## config.mk

```make
export PLATFORM = sky130hd
export DESIGN_NAME = tqvp_bus_arbiter_flat
export DESIGN_NICKNAME = d
export VERILOG_FILES = /design/src/rtl/tqvp_bus_arbiter_if.sv /design/src/rtl/tqvp_bus_arbiter.sv /design/src/flat_wrapper.sv
export SDC_FILE = /design/constraint.sdc
export NUM_CORES = 1
export LEC_CHECK = 0
export BUFFER_PORTS_ARGS = -buffer_cell sky130_fd_sc_hd__buf_2
export CAP_MARGIN = 20
export CELL_PAD_IN_SITES_DETAIL_PLACEMENT = 1
export CELL_PAD_IN_SITES_GLOBAL_PLACEMENT = 1
export CORE_MARGIN = 2
export CORE_UTILIZATION = 39
export CTS_CLUSTER_DIAMETER = 200
export CTS_CLUSTER_SIZE = 10
export DETAILED_ROUTE_END_ITERATION = 10
export GPL_TIMING_DRIVEN = 0
export HOLD_SLACK_MARGIN = 0.08
export PLACE_DENSITY = 0.88
export SETUP_SLACK_MARGIN = 0.3
export SLEW_MARGIN = 5
export SYNTH_ARGS = -nofsm -noshare
export SYNTH_HDL_FRONTEND = slang
export SYNTH_SLANG_ARGS = --single-unit
```

## constraint.sdc

```tcl
create_clock -name clk -period 2.9 [get_ports clk]
set_clock_uncertainty 0.1 [all_clocks]
set_input_delay 0.58 -clock clk [delete_from_list [all_inputs] [get_ports clk]]
set_output_delay 0.58 -clock clk [all_outputs]
set_load 0.02 [all_outputs]
```

## src/rtl/tqvp_bus_arbiter_if.sv

```systemverilog
// Bus bundle between two register requesters, the arbiter and one peripheral.
// The master modport is the arbiter's view; slave is the requester/peripheral side.
interface tqvp_bus_arbiter_if;
    logic [5:0]  req0_address;
    logic [31:0] req0_data_in;
    logic [1:0]  req0_write_n;
    logic [1:0]  req0_read_n;
    logic [31:0] req0_data_out;
    logic        req0_done;

    logic [5:0]  req1_address;
    logic [31:0] req1_data_in;
    logic [1:0]  req1_write_n;
    logic [1:0]  req1_read_n;
    logic [31:0] req1_data_out;
    logic        req1_done;

    logic [5:0]  p_address;
    logic [31:0] p_data_in;
    logic [1:0]  p_write_n;
    logic [1:0]  p_read_n;
    logic [31:0] p_data_out;
    logic        p_data_ready;

    modport master (
        input  req0_address, req0_data_in, req0_write_n, req0_read_n,
        output req0_data_out, req0_done,
        input  req1_address, req1_data_in, req1_write_n, req1_read_n,
        output req1_data_out, req1_done,
        output p_address, p_data_in, p_write_n, p_read_n,
        input  p_data_out, p_data_ready
    );

    modport slave (
        output req0_address, req0_data_in, req0_write_n, req0_read_n,
        input  req0_data_out, req0_done,
        output req1_address, req1_data_in, req1_write_n, req1_read_n,
        input  req1_data_out, req1_done,
        input  p_address, p_data_in, p_write_n, p_read_n,
        output p_data_out, p_data_ready
    );
endinterface

```

## src/rtl/tqvp_bus_arbiter.sv

```systemverilog
// Two-requester round-robin arbiter onto a single peripheral register port,
// with single-cycle writes, ready-terminated reads and a read timeout.
module tqvp_bus_arbiter #(
    parameter int TIMEOUT = 255
) (
    input  logic                clk,
    input  logic                rst_n,
    tqvp_bus_arbiter_if.master  bus,
    output logic                busy,
    output logic                timeout_err
);

    typedef enum logic [1:0] {IDLE, WRITE, READ, DONE} state_t;

    localparam logic [1:0] SZ_NONE = 2'b11;
    localparam logic [7:0] TO_LAST = 8'(TIMEOUT - 1);

    state_t      state_q;
    logic        grant_q;
    logic        last_grant_q;
    logic [7:0]  cnt_q;
    logic [5:0]  p_address_q;
    logic [31:0] p_data_in_q;
    logic [1:0]  p_write_n_q;
    logic [1:0]  p_read_n_q;
    logic [31:0] dout0_q;
    logic [31:0] dout1_q;
    logic [1:0]  done_q;
    logic        busy_q;
    logic        to_q;

    logic        pend0, pend1;
    logic        gnt_d;
    logic [5:0]  sel_addr;
    logic [31:0] sel_data;
    logic [1:0]  sel_wn;
    logic [1:0]  sel_rn;

    assign pend0 = (bus.req0_write_n != SZ_NONE) || (bus.req0_read_n != SZ_NONE);
    assign pend1 = (bus.req1_write_n != SZ_NONE) || (bus.req1_read_n != SZ_NONE);

    // A tie goes to whoever was not served last; a lone requester always wins.
    always_comb begin
        gnt_d    = 1'b0;
        sel_addr = bus.req0_address;
        sel_data = bus.req0_data_in;
        sel_wn   = bus.req0_write_n;
        sel_rn   = bus.req0_read_n;
        if (pend0 && pend1) begin
            gnt_d = ~last_grant_q;
        end else begin
            gnt_d = ~pend0;
        end
        if (gnt_d) begin
            sel_addr = bus.req1_address;
            sel_data = bus.req1_data_in;
            sel_wn   = bus.req1_write_n;
            sel_rn   = bus.req1_read_n;
        end
    end

    always_ff @(posedge clk or negedge rst_n) begin
        if (!rst_n) begin
            state_q      <= IDLE;
            grant_q      <= 1'b0;
            last_grant_q <= 1'b1;
            cnt_q        <= 8'd0;
            p_address_q  <= 6'd0;
            p_data_in_q  <= 32'd0;
            p_write_n_q  <= SZ_NONE;
            p_read_n_q   <= SZ_NONE;
            dout0_q      <= 32'd0;
            dout1_q      <= 32'd0;
            done_q       <= 2'b00;
            busy_q       <= 1'b0;
            to_q         <= 1'b0;
        end else begin
            case (state_q)
                IDLE: begin
                    if (pend0 || pend1) begin
                        grant_q     <= gnt_d;
                        p_address_q <= sel_addr;
                        p_data_in_q <= sel_data;
                        busy_q      <= 1'b1;
                        cnt_q       <= 8'd0;
                        // A request carrying both a write and a read size is a write.
                        if (sel_wn != SZ_NONE) begin
                            p_write_n_q <= sel_wn;
                            state_q     <= WRITE;
                        end else begin
                            p_read_n_q <= sel_rn;
                            state_q    <= READ;
                        end
                    end
                end

                WRITE: begin
                    p_write_n_q     <= SZ_NONE;
                    done_q[grant_q] <= 1'b1;
                    state_q         <= DONE;
                end

                READ: begin
                    if (bus.p_data_ready) begin
                        if (grant_q) dout1_q <= bus.p_data_out;
                        else         dout0_q <= bus.p_data_out;
                        p_read_n_q      <= SZ_NONE;
                        done_q[grant_q] <= 1'b1;
                        state_q         <= DONE;
                    end else if (cnt_q == TO_LAST) begin
                        if (grant_q) dout1_q <= 32'd0;
                        else         dout0_q <= 32'd0;
                        p_read_n_q      <= SZ_NONE;
                        done_q[grant_q] <= 1'b1;
                        to_q            <= 1'b1;
                        state_q         <= DONE;
                    end else begin
                        cnt_q <= cnt_q + 8'd1;
                    end
                end

                DONE: begin
                    done_q       <= 2'b00;
                    to_q         <= 1'b0;
                    busy_q       <= 1'b0;
                    last_grant_q <= grant_q;
                    state_q      <= IDLE;
                end

                default: begin
                    p_write_n_q <= SZ_NONE;
                    p_read_n_q  <= SZ_NONE;
                    done_q      <= 2'b00;
                    to_q        <= 1'b0;
                    busy_q      <= 1'b0;
                    state_q     <= IDLE;
                end
            endcase
        end
    end

    assign bus.p_address     = p_address_q;
    assign bus.p_data_in     = p_data_in_q;
    assign bus.p_write_n     = p_write_n_q;
    assign bus.p_read_n      = p_read_n_q;
    assign bus.req0_data_out = dout0_q;
    assign bus.req1_data_out = dout1_q;
    assign bus.req0_done     = done_q[0];
    assign bus.req1_done     = done_q[1];
    assign busy              = busy_q;
    assign timeout_err       = to_q;

endmodule

```

## src/flat_wrapper.sv

```systemverilog
// flat-port wrapper written by rule: the top's interface ports become plain ports
module tqvp_bus_arbiter_flat 
#(
    parameter int TIMEOUT = 255
)
  (clk, rst_n, busy, timeout_err, bus_req0_address, bus_req0_data_in, bus_req0_write_n, bus_req0_read_n, bus_req0_data_out, bus_req0_done, bus_req1_address, bus_req1_data_in, bus_req1_write_n, bus_req1_read_n, bus_req1_data_out, bus_req1_done, bus_p_address, bus_p_data_in, bus_p_write_n, bus_p_read_n, bus_p_data_out, bus_p_data_ready);
  tqvp_bus_arbiter_if bus_i ();
  input  logic clk;
  input  logic rst_n;
  output logic busy;
  output logic timeout_err;
  input wire logic [$bits(bus_i.req0_address)-1:0] bus_req0_address;
  input wire logic [$bits(bus_i.req0_data_in)-1:0] bus_req0_data_in;
  input wire logic [$bits(bus_i.req0_write_n)-1:0] bus_req0_write_n;
  input wire logic [$bits(bus_i.req0_read_n)-1:0] bus_req0_read_n;
  output wire logic [$bits(bus_i.req0_data_out)-1:0] bus_req0_data_out;
  output wire logic [$bits(bus_i.req0_done)-1:0] bus_req0_done;
  input wire logic [$bits(bus_i.req1_address)-1:0] bus_req1_address;
  input wire logic [$bits(bus_i.req1_data_in)-1:0] bus_req1_data_in;
  input wire logic [$bits(bus_i.req1_write_n)-1:0] bus_req1_write_n;
  input wire logic [$bits(bus_i.req1_read_n)-1:0] bus_req1_read_n;
  output wire logic [$bits(bus_i.req1_data_out)-1:0] bus_req1_data_out;
  output wire logic [$bits(bus_i.req1_done)-1:0] bus_req1_done;
  output wire logic [$bits(bus_i.p_address)-1:0] bus_p_address;
  output wire logic [$bits(bus_i.p_data_in)-1:0] bus_p_data_in;
  output wire logic [$bits(bus_i.p_write_n)-1:0] bus_p_write_n;
  output wire logic [$bits(bus_i.p_read_n)-1:0] bus_p_read_n;
  input wire logic [$bits(bus_i.p_data_out)-1:0] bus_p_data_out;
  input wire logic [$bits(bus_i.p_data_ready)-1:0] bus_p_data_ready;
  assign bus_i.req0_address = bus_req0_address;
  assign bus_i.req0_data_in = bus_req0_data_in;
  assign bus_i.req0_write_n = bus_req0_write_n;
  assign bus_i.req0_read_n = bus_req0_read_n;
  assign bus_req0_data_out = bus_i.req0_data_out;
  assign bus_req0_done = bus_i.req0_done;
  assign bus_i.req1_address = bus_req1_address;
  assign bus_i.req1_data_in = bus_req1_data_in;
  assign bus_i.req1_write_n = bus_req1_write_n;
  assign bus_i.req1_read_n = bus_req1_read_n;
  assign bus_req1_data_out = bus_i.req1_data_out;
  assign bus_req1_done = bus_i.req1_done;
  assign bus_p_address = bus_i.p_address;
  assign bus_p_data_in = bus_i.p_data_in;
  assign bus_p_write_n = bus_i.p_write_n;
  assign bus_p_read_n = bus_i.p_read_n;
  assign bus_i.p_data_out = bus_p_data_out;
  assign bus_i.p_data_ready = bus_p_data_ready;
  tqvp_bus_arbiter #(.TIMEOUT(TIMEOUT)) u_core (.clk(clk), .rst_n(rst_n), .bus(bus_i), .busy(busy), .timeout_err(timeout_err));
endmodule
```

## Word-level counts from Yosys, hierarchy flattened

Cells that the tools add are included.

| storage, ports and cells | value |
|---|---|
| input port bits | 119 |
| bits in registers | 122 |
| output and inout port bits | 110 |

| cells by class | value |
|---|---|
| order comparisons | 2 |
| eq/ne operators | 16 |
| bitwise gates (word level) | 4 |
| mux-type cells | 38 |
| reduce and logical (&&, ||, !) cells | 22 |
| $add $sub $neg | 1 |

Operator list:

| cell | count |
|---|---|
| 32-bit two-way mux | 9 |
| 2-bit two-way mux | 12 |
| 8-bit two-way mux | 3 |
| 2-bit != test, second input constant | 8 |
| 8-bit one-hot mux with 2 select lines | 1 |
| 3-bit AND reduction | 4 |
| 2-bit nonzero test | 5 |
| 8-bit by 1-bit adder with 8-bit output, second input constant | 1 |
| 8-bit equality test, second input constant | 1 |
| 2-bit one-hot mux with 2 select lines | 2 |
| 2-bit one-hot mux with 4 select lines | 1 |
| 2-bit AND reduction | 4 |
| 4-bit AND reduction | 2 |
| 6-bit two-way mux | 1 |
| 2-bit by 1-bit != test with 1-bit output, second input constant | 3 |
| 2-bit one-hot mux with 3 select lines | 1 |
| 1-bit two-way mux | 5 |
| 2-bit equality test, second input constant | 2 |
| 1-bit one-hot mux with 2 select lines | 2 |
| 1-bit logical OR | 3 |
| 3-bit by 2-bit != test with 1-bit output, second input constant | 1 |
| 1-bit NOT | 3 |
| 3-bit nonzero test | 1 |
| 2-bit by 1-bit equality test with 1-bit output, second input constant | 1 |
| 6 further kinds | 7 |

## Longest topological paths before layout

Gate-level depths: netlist (run 1).

| depth | value |
|---|---|
| word-level depth | 9 |
| mapped depth | 9 |
| depth with buffers taken out | 6 |

## Least setup slack after synthesis (run 1)

OpenSTA, ideal clock, no wires.

| timing | value |
|---|---|
| path type | flip-flop to flip-flop |
| start point | register u_core.state_q[0] |
| end point | register u_core.cnt_q[2] |
| data required time | 2.722 ns |
| library setup time | 0.078 ns |
| period minus slack after synthesis | 1.991 ns |
| arrival time | 1.813 ns |
| slack | 0.909 ns |
| path buffers | 2 |
| stages on the path, launching flop included | 9 |
| cell sequence | dfrtp_1 -> inv_1 -> ha_1 -> clkbuf_1 -> nor2_1 -> a31o_4 -> buf_6 -> or4_1 -> a21oi_1 |

| between the ends | value |
|---|---|
| cells in the longest elaborated chain, start to end | 3 |
| elaborated cells on any way between the ends | 8 |
| classes of those cells | eq/ne: 4; mux: 1; reduce/logical: 3 |

RTL lines:

| what | line | RTL |
|---|---|---|
| start, declared | tqvp_bus_arbiter.sv:18 | `state_t state_q;` |
| start signal, assigned | tqvp_bus_arbiter.sv:64 | `state_q <= IDLE;` |
| start signal, assigned | tqvp_bus_arbiter.sv:89 | `state_q <= WRITE;` |
| start signal, assigned | tqvp_bus_arbiter.sv:92 | `state_q <= READ;` |
| 2-bit equality test or 2-bit logical NOT (tied branches) | tqvp_bus_arbiter.sv:78 | `case (state_q)` |
| 2-bit != test (no line) (tied with other cells) | n/a |  |
| 4-bit AND reduction (no line) | n/a |  |
| end signal, assigned | tqvp_bus_arbiter.sv:118 | `cnt_q <= cnt_q + 8'd1;` |
| end, declared | tqvp_bus_arbiter.sv:21 | `logic [7:0] cnt_q;` |

Parallel ways exist; a longest one is shown, timed or not.
A chain may end at the register's enable or synchronous reset.

## Final worst setup path (run 1)

| timing | value |
|---|---|
| start point | register u_core.state_q[0] |
| end point | register u_core.dout1_q[29] (netlist: u_core.bus.req1_data_out[29]) |

| between the ends | value |
|---|---|
| cells in the longest elaborated chain, start to end | 2 |

RTL lines:

| what | line | RTL |
|---|---|---|
| 2-bit equality test | tqvp_bus_arbiter.sv:78 |  |
| 3-bit AND reduction (no line) | n/a |  |
| end signal, assigned | tqvp_bus_arbiter.sv:105 | `if (grant_q) dout1_q <= bus.p_data_out;` |
| end, declared | tqvp_bus_arbiter.sv:27 | `logic [31:0] dout1_q;` |

No other way between the ends.

==> flow_summary.toml, run 1 <==
[synth]
synth_area_per_cell_sq_um = 10.2
synth_cell_types = 44
synth_edf_count = 0
synth_seq_cells = 122
synthFlopType = "dfrtp_1"
ys_seq_area_share_pct = 55.1
async_reset_ff_share_pct = 100
yosys.area.top_type_share_pct = 52.7
yosysWarnings = 0
syn_area_sq_um = 5560
syn_inst = 545
yosysTopAreaCell = "dfrtp_1"
syn_nets = 670
synth_area_leaders = "dfrtp_1 53%, mux2i_1 13%, o21ai_0 9.7%"

[critical_path]
cp.depth = 9
crit_path_cell_trace = "inv_1 > ha_1 > clkbuf_2 > nand4_1 > o21ai_1 > and2_1 > buf_2 > buf_4 > mux2i_1"
worst_ep_required_time_ns = 3.12
slowest_delay_ns = 0.40
critPathTopFamily = "buffers and inverters"
critPathMaxFanout = 10
crit_path_start_kind = "flop"
r2r_cells = 9
critPathBufInv = 4
worstSetupPathType = "flop to flop"
critPathArrivalTime_ns = 2.55
slowest_stage = "dfrtp_1"
end_kind = "flop"

[drt]
vias_per_cell = 5.29
routedWlPerCell_um = 18.6
detail-route-antenna-nets = 0
vias = 5220
drtPass1Iterations = 8
drc_errors = 0
drtIter0Drc = 219
wl_um = 18400

[floorplan]
fp.dieH_um = 123
die_x_um = 123
io_pins = 229
start_util_pct = 40.0
dieArea_sq_um = 15200
fp-row-count = 43
core_area_sq_um = 13900

[run_status]
outcome = "complete, no violations"

[power_and_ir_drop]
ir_drop_uv = 506
power.density_nw_per_um2 = 1230
totalPowerFinal_mw = 9.33
p_leak_nw = 3.88

[global_routing]
antenna_found_initial = 0
grt_max_degree = 72
track_usage_pct = 24.6
gr-total-overflow = 0
grt_pass1_wl_um = 28500
grt_pass1_vias = 5563

[sta]
final-hold-violation-count = 0
drv_slew = 0
post-route-min-period_ns = 2.33
min_period_over_period_pct = 80.2
max-slew-margin-rel_pct = 44.5
tns_ns = 0
max_freq_mhz = 430
setup_slack_ns = 0.575
grt_setup_unrepaired = "no"
setup_viol = 0
hold-worst-slack_ns = 0.334
worst_slew_pin_slew_ns = 0.827

[placed_design]
placed_cells = 953
pre_cts_slack_ns = 0.290
dpl.hpwl_um = 13800
port_buffers = 227
gp_congestion = 0.861
placed_area_sq_um = 6950

[cts]
cts_tree = "yes"
clk_latency_ns = 0.42
cts_made_buffers = 17
clock-root-buffer = "clkbuf_16"
path_clk_slew_ns = 0.06
clk_path_buf_depth = 2
cts-htree-levels = 4
cts_sinks = 122

[layout]
area_delta_synth_final_pct = 37.0
final_cell_area_sq_um = 7610
drive_above_1_share_pct = 35.1
n_antenna_cell = 0
nets = 918
finalNonFillerCells = 986
final_core_util_pct = 54.9
fill_cells = 1644

[job]
max_cap_violations = 0

[min_path]
hold_depth = 3
hold_class = "primary input to flop"
## final timing paths
check	startpoint	to	slack, ns
max in group asynchronous	rst_n	u_core.bus.p_read_n[0]	1.34
min in group asynchronous	rst_n	u_core.bus.req1_data_out[16]	0.58
min	bus_p_data_out[14]	u_core.bus.req1_data_out[14]	0.33
max	u_core.state_q[0]	u_core.bus.req1_data_out[29]	0.57
max reg2reg	u_core.state_q[0]	u_core.bus.req1_data_out[29]	0.57
min reg2reg	u_core.bus.p_data_in[14]	u_core.bus.p_data_in[14]	0.37
## cells in the final DEF, fill, tap and decap left out, types with 4 or more instances in the layout
cell type  Yosys  routed
inv_1         40      40
o211ai_1       4       4
dfrtp_1      117     117
a21oi_1       14      14
nand4_1        5       5
dfstp_2        5       5
buf_4          4       4
clkbuf_1      23      24
nand2_1       81      81
bufinv_16      0       5
or4_1          4       4
nand3_1        4       4
clkbuf_16      0      17
buf_2          6     232
ha_1           6       6
mux2i_1       72      72
nor2_1         7       7
o21ai_0      108     108
## final cells by class
class | count | area (sq um) | share of cell area (%)
plain buffers | 35 | 170 | 2.23
clock buffers | 21 | 460 | 6.05
clock inverters | 11 | 191 | 2.51
inverters | 40 | 150 | 1.97
multi-input cells | 348 | 2180 | 28.6
flip-flops and latches | 122 | 3060 | 40.2
well taps | 180 | 225 | 2.96
repair buffers | 229 | 1180 | 15.5
## cells by family (layout without fill, tap and decap cells)
kind of cell,Yosys count,count (layout),share of synthesized area (%)
buf+inv,75,336,5.74
mux,73,73,13.2
flops,122,122,55.1
compound gates,151,151,15.2
simple gates,118,118,9.48
fa+ha+maj,6,6,1.35
## sequential cells by signal, indices dropped and copies added, names as in the netlist
| signal | flops |
|---|---|
| u_core.last_grant_q | 1 |
| u_core.bus.req0_data_out | 32 |
| u_core.done_q | 2 |
| u_core.grant_q | 1 |
| u_core.bus.req1_data_out | 32 |
| u_core.busy | 1 |
| u_core.timeout_err | 1 |
| u_core.bus.p_write_n | 2 |
| u_core.bus.p_data_in | 32 |
| u_core.bus.p_address | 6 |
| u_core.bus.p_read_n | 2 |
| u_core.cnt_q | 8 |
| u_core.state_q | 2 |
## power breakdown
group / switching, mW / leakage [nW] / internal (mW)
Sequential: 0.470 / 1.53 / 2.51
Combinational: 2.65 / 2.04 / 1.35
Clock: 0.782 / 0.310 / 1.57
Total: 3.91 / 3.88 / 5.43
## cells in the mapped netlist (2+ instances only)
library cell	number
or2_2	3
dfstp_2	5
nand4_1	5
nor4_1	2
mux2i_1	72
clkbuf_1	23
nand2b_1	3
a211oi_1	2
inv_1	40
o31ai_1	3
o21ai_0	108
nor3_1	3
buf_6	2
a21oi_1	14
a41oi_1	2
nand2_1	81
a32oi_1	2
o21ai_1	2
or4_1	4
nor2_1	7
o22ai_1	3
nand3_1	4
o21a_1	2
buf_4	4
buf_2	6
ha_1	6
o211ai_1	4
dfrtp_1	117
## worst register-to-register path: stages (launching register included)
cell	delay (ns)
dfrtp_1	0.40
inv_1	0.12
ha_1	0.16
clkbuf_2	0.21
nand4_1	0.18
o21ai_1	0.24
and2_1	0.15
buf_2	0.16
buf_4	0.25
mux2i_1	0.26
## layer usage
layer / global-route usage [%] / part of all wire [%]
met2: 43.7 / 52
met4: 9.45 / 2.3
met3: 7.43 / 7.4
met1: 27.6 / 38
met5: 0 / 0
## repair_timing
item | CTS | global route
setup buffers | 0 | 0
resized for setup | 0 | 2
setup endpoints to repair | 0 | 35
hold buffers | 1 | 0
hold endpoints to repair | 51 | 0
Note: power is estimated with default switching activity, not from simulation.
==> inputs of run 2 (changes only) <==
--- a/config.mk
+++ b/config.mk
@@ -10,13 +10,13 @@
 export CELL_PAD_IN_SITES_DETAIL_PLACEMENT = 1
 export CELL_PAD_IN_SITES_GLOBAL_PLACEMENT = 1
 export CORE_MARGIN = 2
-export CORE_UTILIZATION = 39
+export CORE_UTILIZATION = 36
 export CTS_CLUSTER_DIAMETER = 200
 export CTS_CLUSTER_SIZE = 10
 export DETAILED_ROUTE_END_ITERATION = 10
 export GPL_TIMING_DRIVEN = 0
 export HOLD_SLACK_MARGIN = 0.08
-export PLACE_DENSITY = 0.88
+export PLACE_DENSITY = 0.83
 export SETUP_SLACK_MARGIN = 0.3
 export SLEW_MARGIN = 5
 export SYNTH_ARGS = -nofsm -noshare
==> constraint.sdc (replaced) <==
create_clock -name clk -period 2.3 [get_ports clk]
set_clock_uncertainty 0.1 [all_clocks]
set_input_delay 0.46 -clock clk [delete_from_list [all_inputs] [get_ports clk]]
set_output_delay 0.46 -clock clk [all_outputs]
set_load 0.02 [all_outputs]
==> flow_summary.toml, run 2 (synthesized netlist as in run 1, its figures left out) <==
[run_status]
outcome = "complete, no violations"

[floorplan]
fp-row-count = 45
start_util_pct = 36.7
dieArea_sq_um = 16400
die_x_um = 128
core_area_sq_um = 15100
fp.dieH_um = 128
io_pins = 229

[sta]
post-route-min-period_ns = 2.02
drv_slew = 0
worst_slew_pin_slew_ns = 0.624
grt_setup_unrepaired = "yes"
setup_viol = 0
setup_slack_ns = 0.278
max-slew-margin-rel_pct = 58.3
min_period_over_period_pct = 87.9
max_freq_mhz = 495
final-hold-violation-count = 0

[placed_design]
dpl.hpwl_um = 13300
gp_congestion = 0.788
port_buffers = 227
pre_cts_slack_ns = -0.309

[layout]
drive_above_1_share_pct = 40.4
fill_cells = 1752
nets = 932
final_core_util_pct = 53.0
layout_common_cells = "227 x buf_2, 117 x dfrtp_1, 84 x o21ai_0"
final_common_cell = "buf_2"
area_delta_synth_final_pct = 44.5

[global_routing]
grt_pass1_wl_um = 28500
grt_pass1_vias = 5674
track_usage_pct = 22.2
gr-total-overflow = 0
antenna_found_initial = 1
grt_max_degree = 74

[drt]
vias_per_cell = 5.15
routedWlPerCell_um = 18.4
vias = 5201
drtIter0Drc = 140
drc_errors = 0
detail-route-antenna-nets = 0
wl_um = 18600
drtPass1Iterations = 4

[critical_path]
worstSetupPathType = "flop to flop"
critPathBufInv = 2
end_kind = "flop"
worst_ep_required_time_ns = 2.54
slowest_stage = "or4_1"
critPathMaxFanout = 10
critPathTopFamily = "simple AND/OR/NAND/NOR gates"
crit_path_start_kind = "flop"
slowest_delay_ns = 0.52
critPathArrivalTime_ns = 2.26
crit_path_cell_trace = "ha_4 > buf_8 > nand4_1 > o21ai_2 > clkbuf_4 > or4_1 > a21oi_2"

[cts]
cts_tree = "yes"
cts_made_buffers = 17
clk_latency_ns = 0.42
clk_path_buf_depth = 2
cts-htree-levels = 4
clock-root-buffer = "clkbuf_16"
cts_sinks = 122
path_clk_slew_ns = 0.06

[min_path]
hold_class = "primary input to flop"

[power_and_ir_drop]
ir_drop_uv = 685
totalPowerFinal_mw = 12.3
p_leak_nw = 4.04
power.density_nw_per_um2 = 1530

[job]
max_cap_violations = 0
[run 2: cell count changes in the layout (fill, tap and decap cells not counted), moves of 4 or more]
cell	delta
o21ai_0	-24
o21ai_1	+19
clkbuf_1	-13
buf_4	+10
buf_2	-5
o21ai_2	+5
buf_12	+4
buf_6	+4
clkbuf_16	+4
[run 2: per-layer routing]
| metal | track usage [%] | vias up | share of wire (%) |
|---|---|---|---|
| met3 | 7.80 | 29 | 8.1 |
| met4 | 7.69 | 0 | 1.9 |
| met5 | 0 | - | 0 |
| met2 | 39.4 | 218 | 51 |
| met1 | 24.8 | 2548 | 39 |
| li1 | - | 2406 | - |
[run 2: worst register-to-register path: stages (launching register included)]
cell and delay (ns):
dfrtp_1 0.43, ha_4 0.18, buf_8 0.13, nand4_1 0.14, o21ai_2 0.10, clkbuf_4 0.21
or4_1 0.52, a21oi_2 0.14
[run 2: cell type report]
| cell class | instances | area (sq um) | area share [%] |
|---|---|---|---|
| clock buffer | 19 | 453 | 5.64 |
| antenna | 1 | 2.50 | 0.0312 |
| inverter | 40 | 150 | 1.87 |
| buffer | 35 | 293 | 3.65 |
| clock inverter | 13 | 190 | 2.37 |
| tap | 188 | 235 | 2.93 |
| multi-input combinational | 348 | 2290 | 28.5 |
| timing repair buffer | 243 | 1360 | 16.9 |
| sequential | 122 | 3060 | 38.1 |
[run 2: metrics by stage]
step	setup TNS [ns]	instances	instance area, sq um	hold slack (ns)
2_1_floorplan	0	545	5560	0.0644
3_3_place_gp	-125.65	960	6930	0.356
3_5_place_dp	-11.40	961	6960	0.346
4_1_cts	0	997	7740	0.205
5_1_grt	0	1009	8030	0.214
6_report	0	1009	8030	0.211
[run 2: path summary, 6_finish.rpt]
kind / startpoint / endpoint / cells after the start / slack, ns
setup / recovery: u_core.state_q[1] / u_core.cnt_q[4] / 7 / 0.28
hold / removal: bus_p_data_out[12] / u_core.bus.req1_data_out[12] / 3 / 0.21
setup reg to reg: u_core.state_q[1] / u_core.cnt_q[4] / 7 / 0.28
hold reg to reg: u_core.bus.p_address[3] / u_core.bus.p_address[3] / 2 / 0.37
max in group asynchronous: rst_n / u_core.bus.p_data_in[5] / 3 / 0.91
min in group asynchronous: rst_n / u_core.bus.req1_data_out[24] / 2 / 0.47
[run 2: power breakdown]
part | switching, mW | internal [mW] | leakage [nW]
clock network | 1.05 | 1.88 | 0.302
logic | 3.51 | 2.09 | 2.20
registers | 0.559 | 3.17 | 1.53
total | 5.12 | 7.14 | 4.04
[run 2: what timing repair did]
item,CTS,global route
hold buffers,1,0
buffers inserted,3,7
cloned,0,4
gates resized for setup,35,74
pin swaps,3,6
endpoints found under the hold margin,44,0
endpoints found under the setup margin,117,103
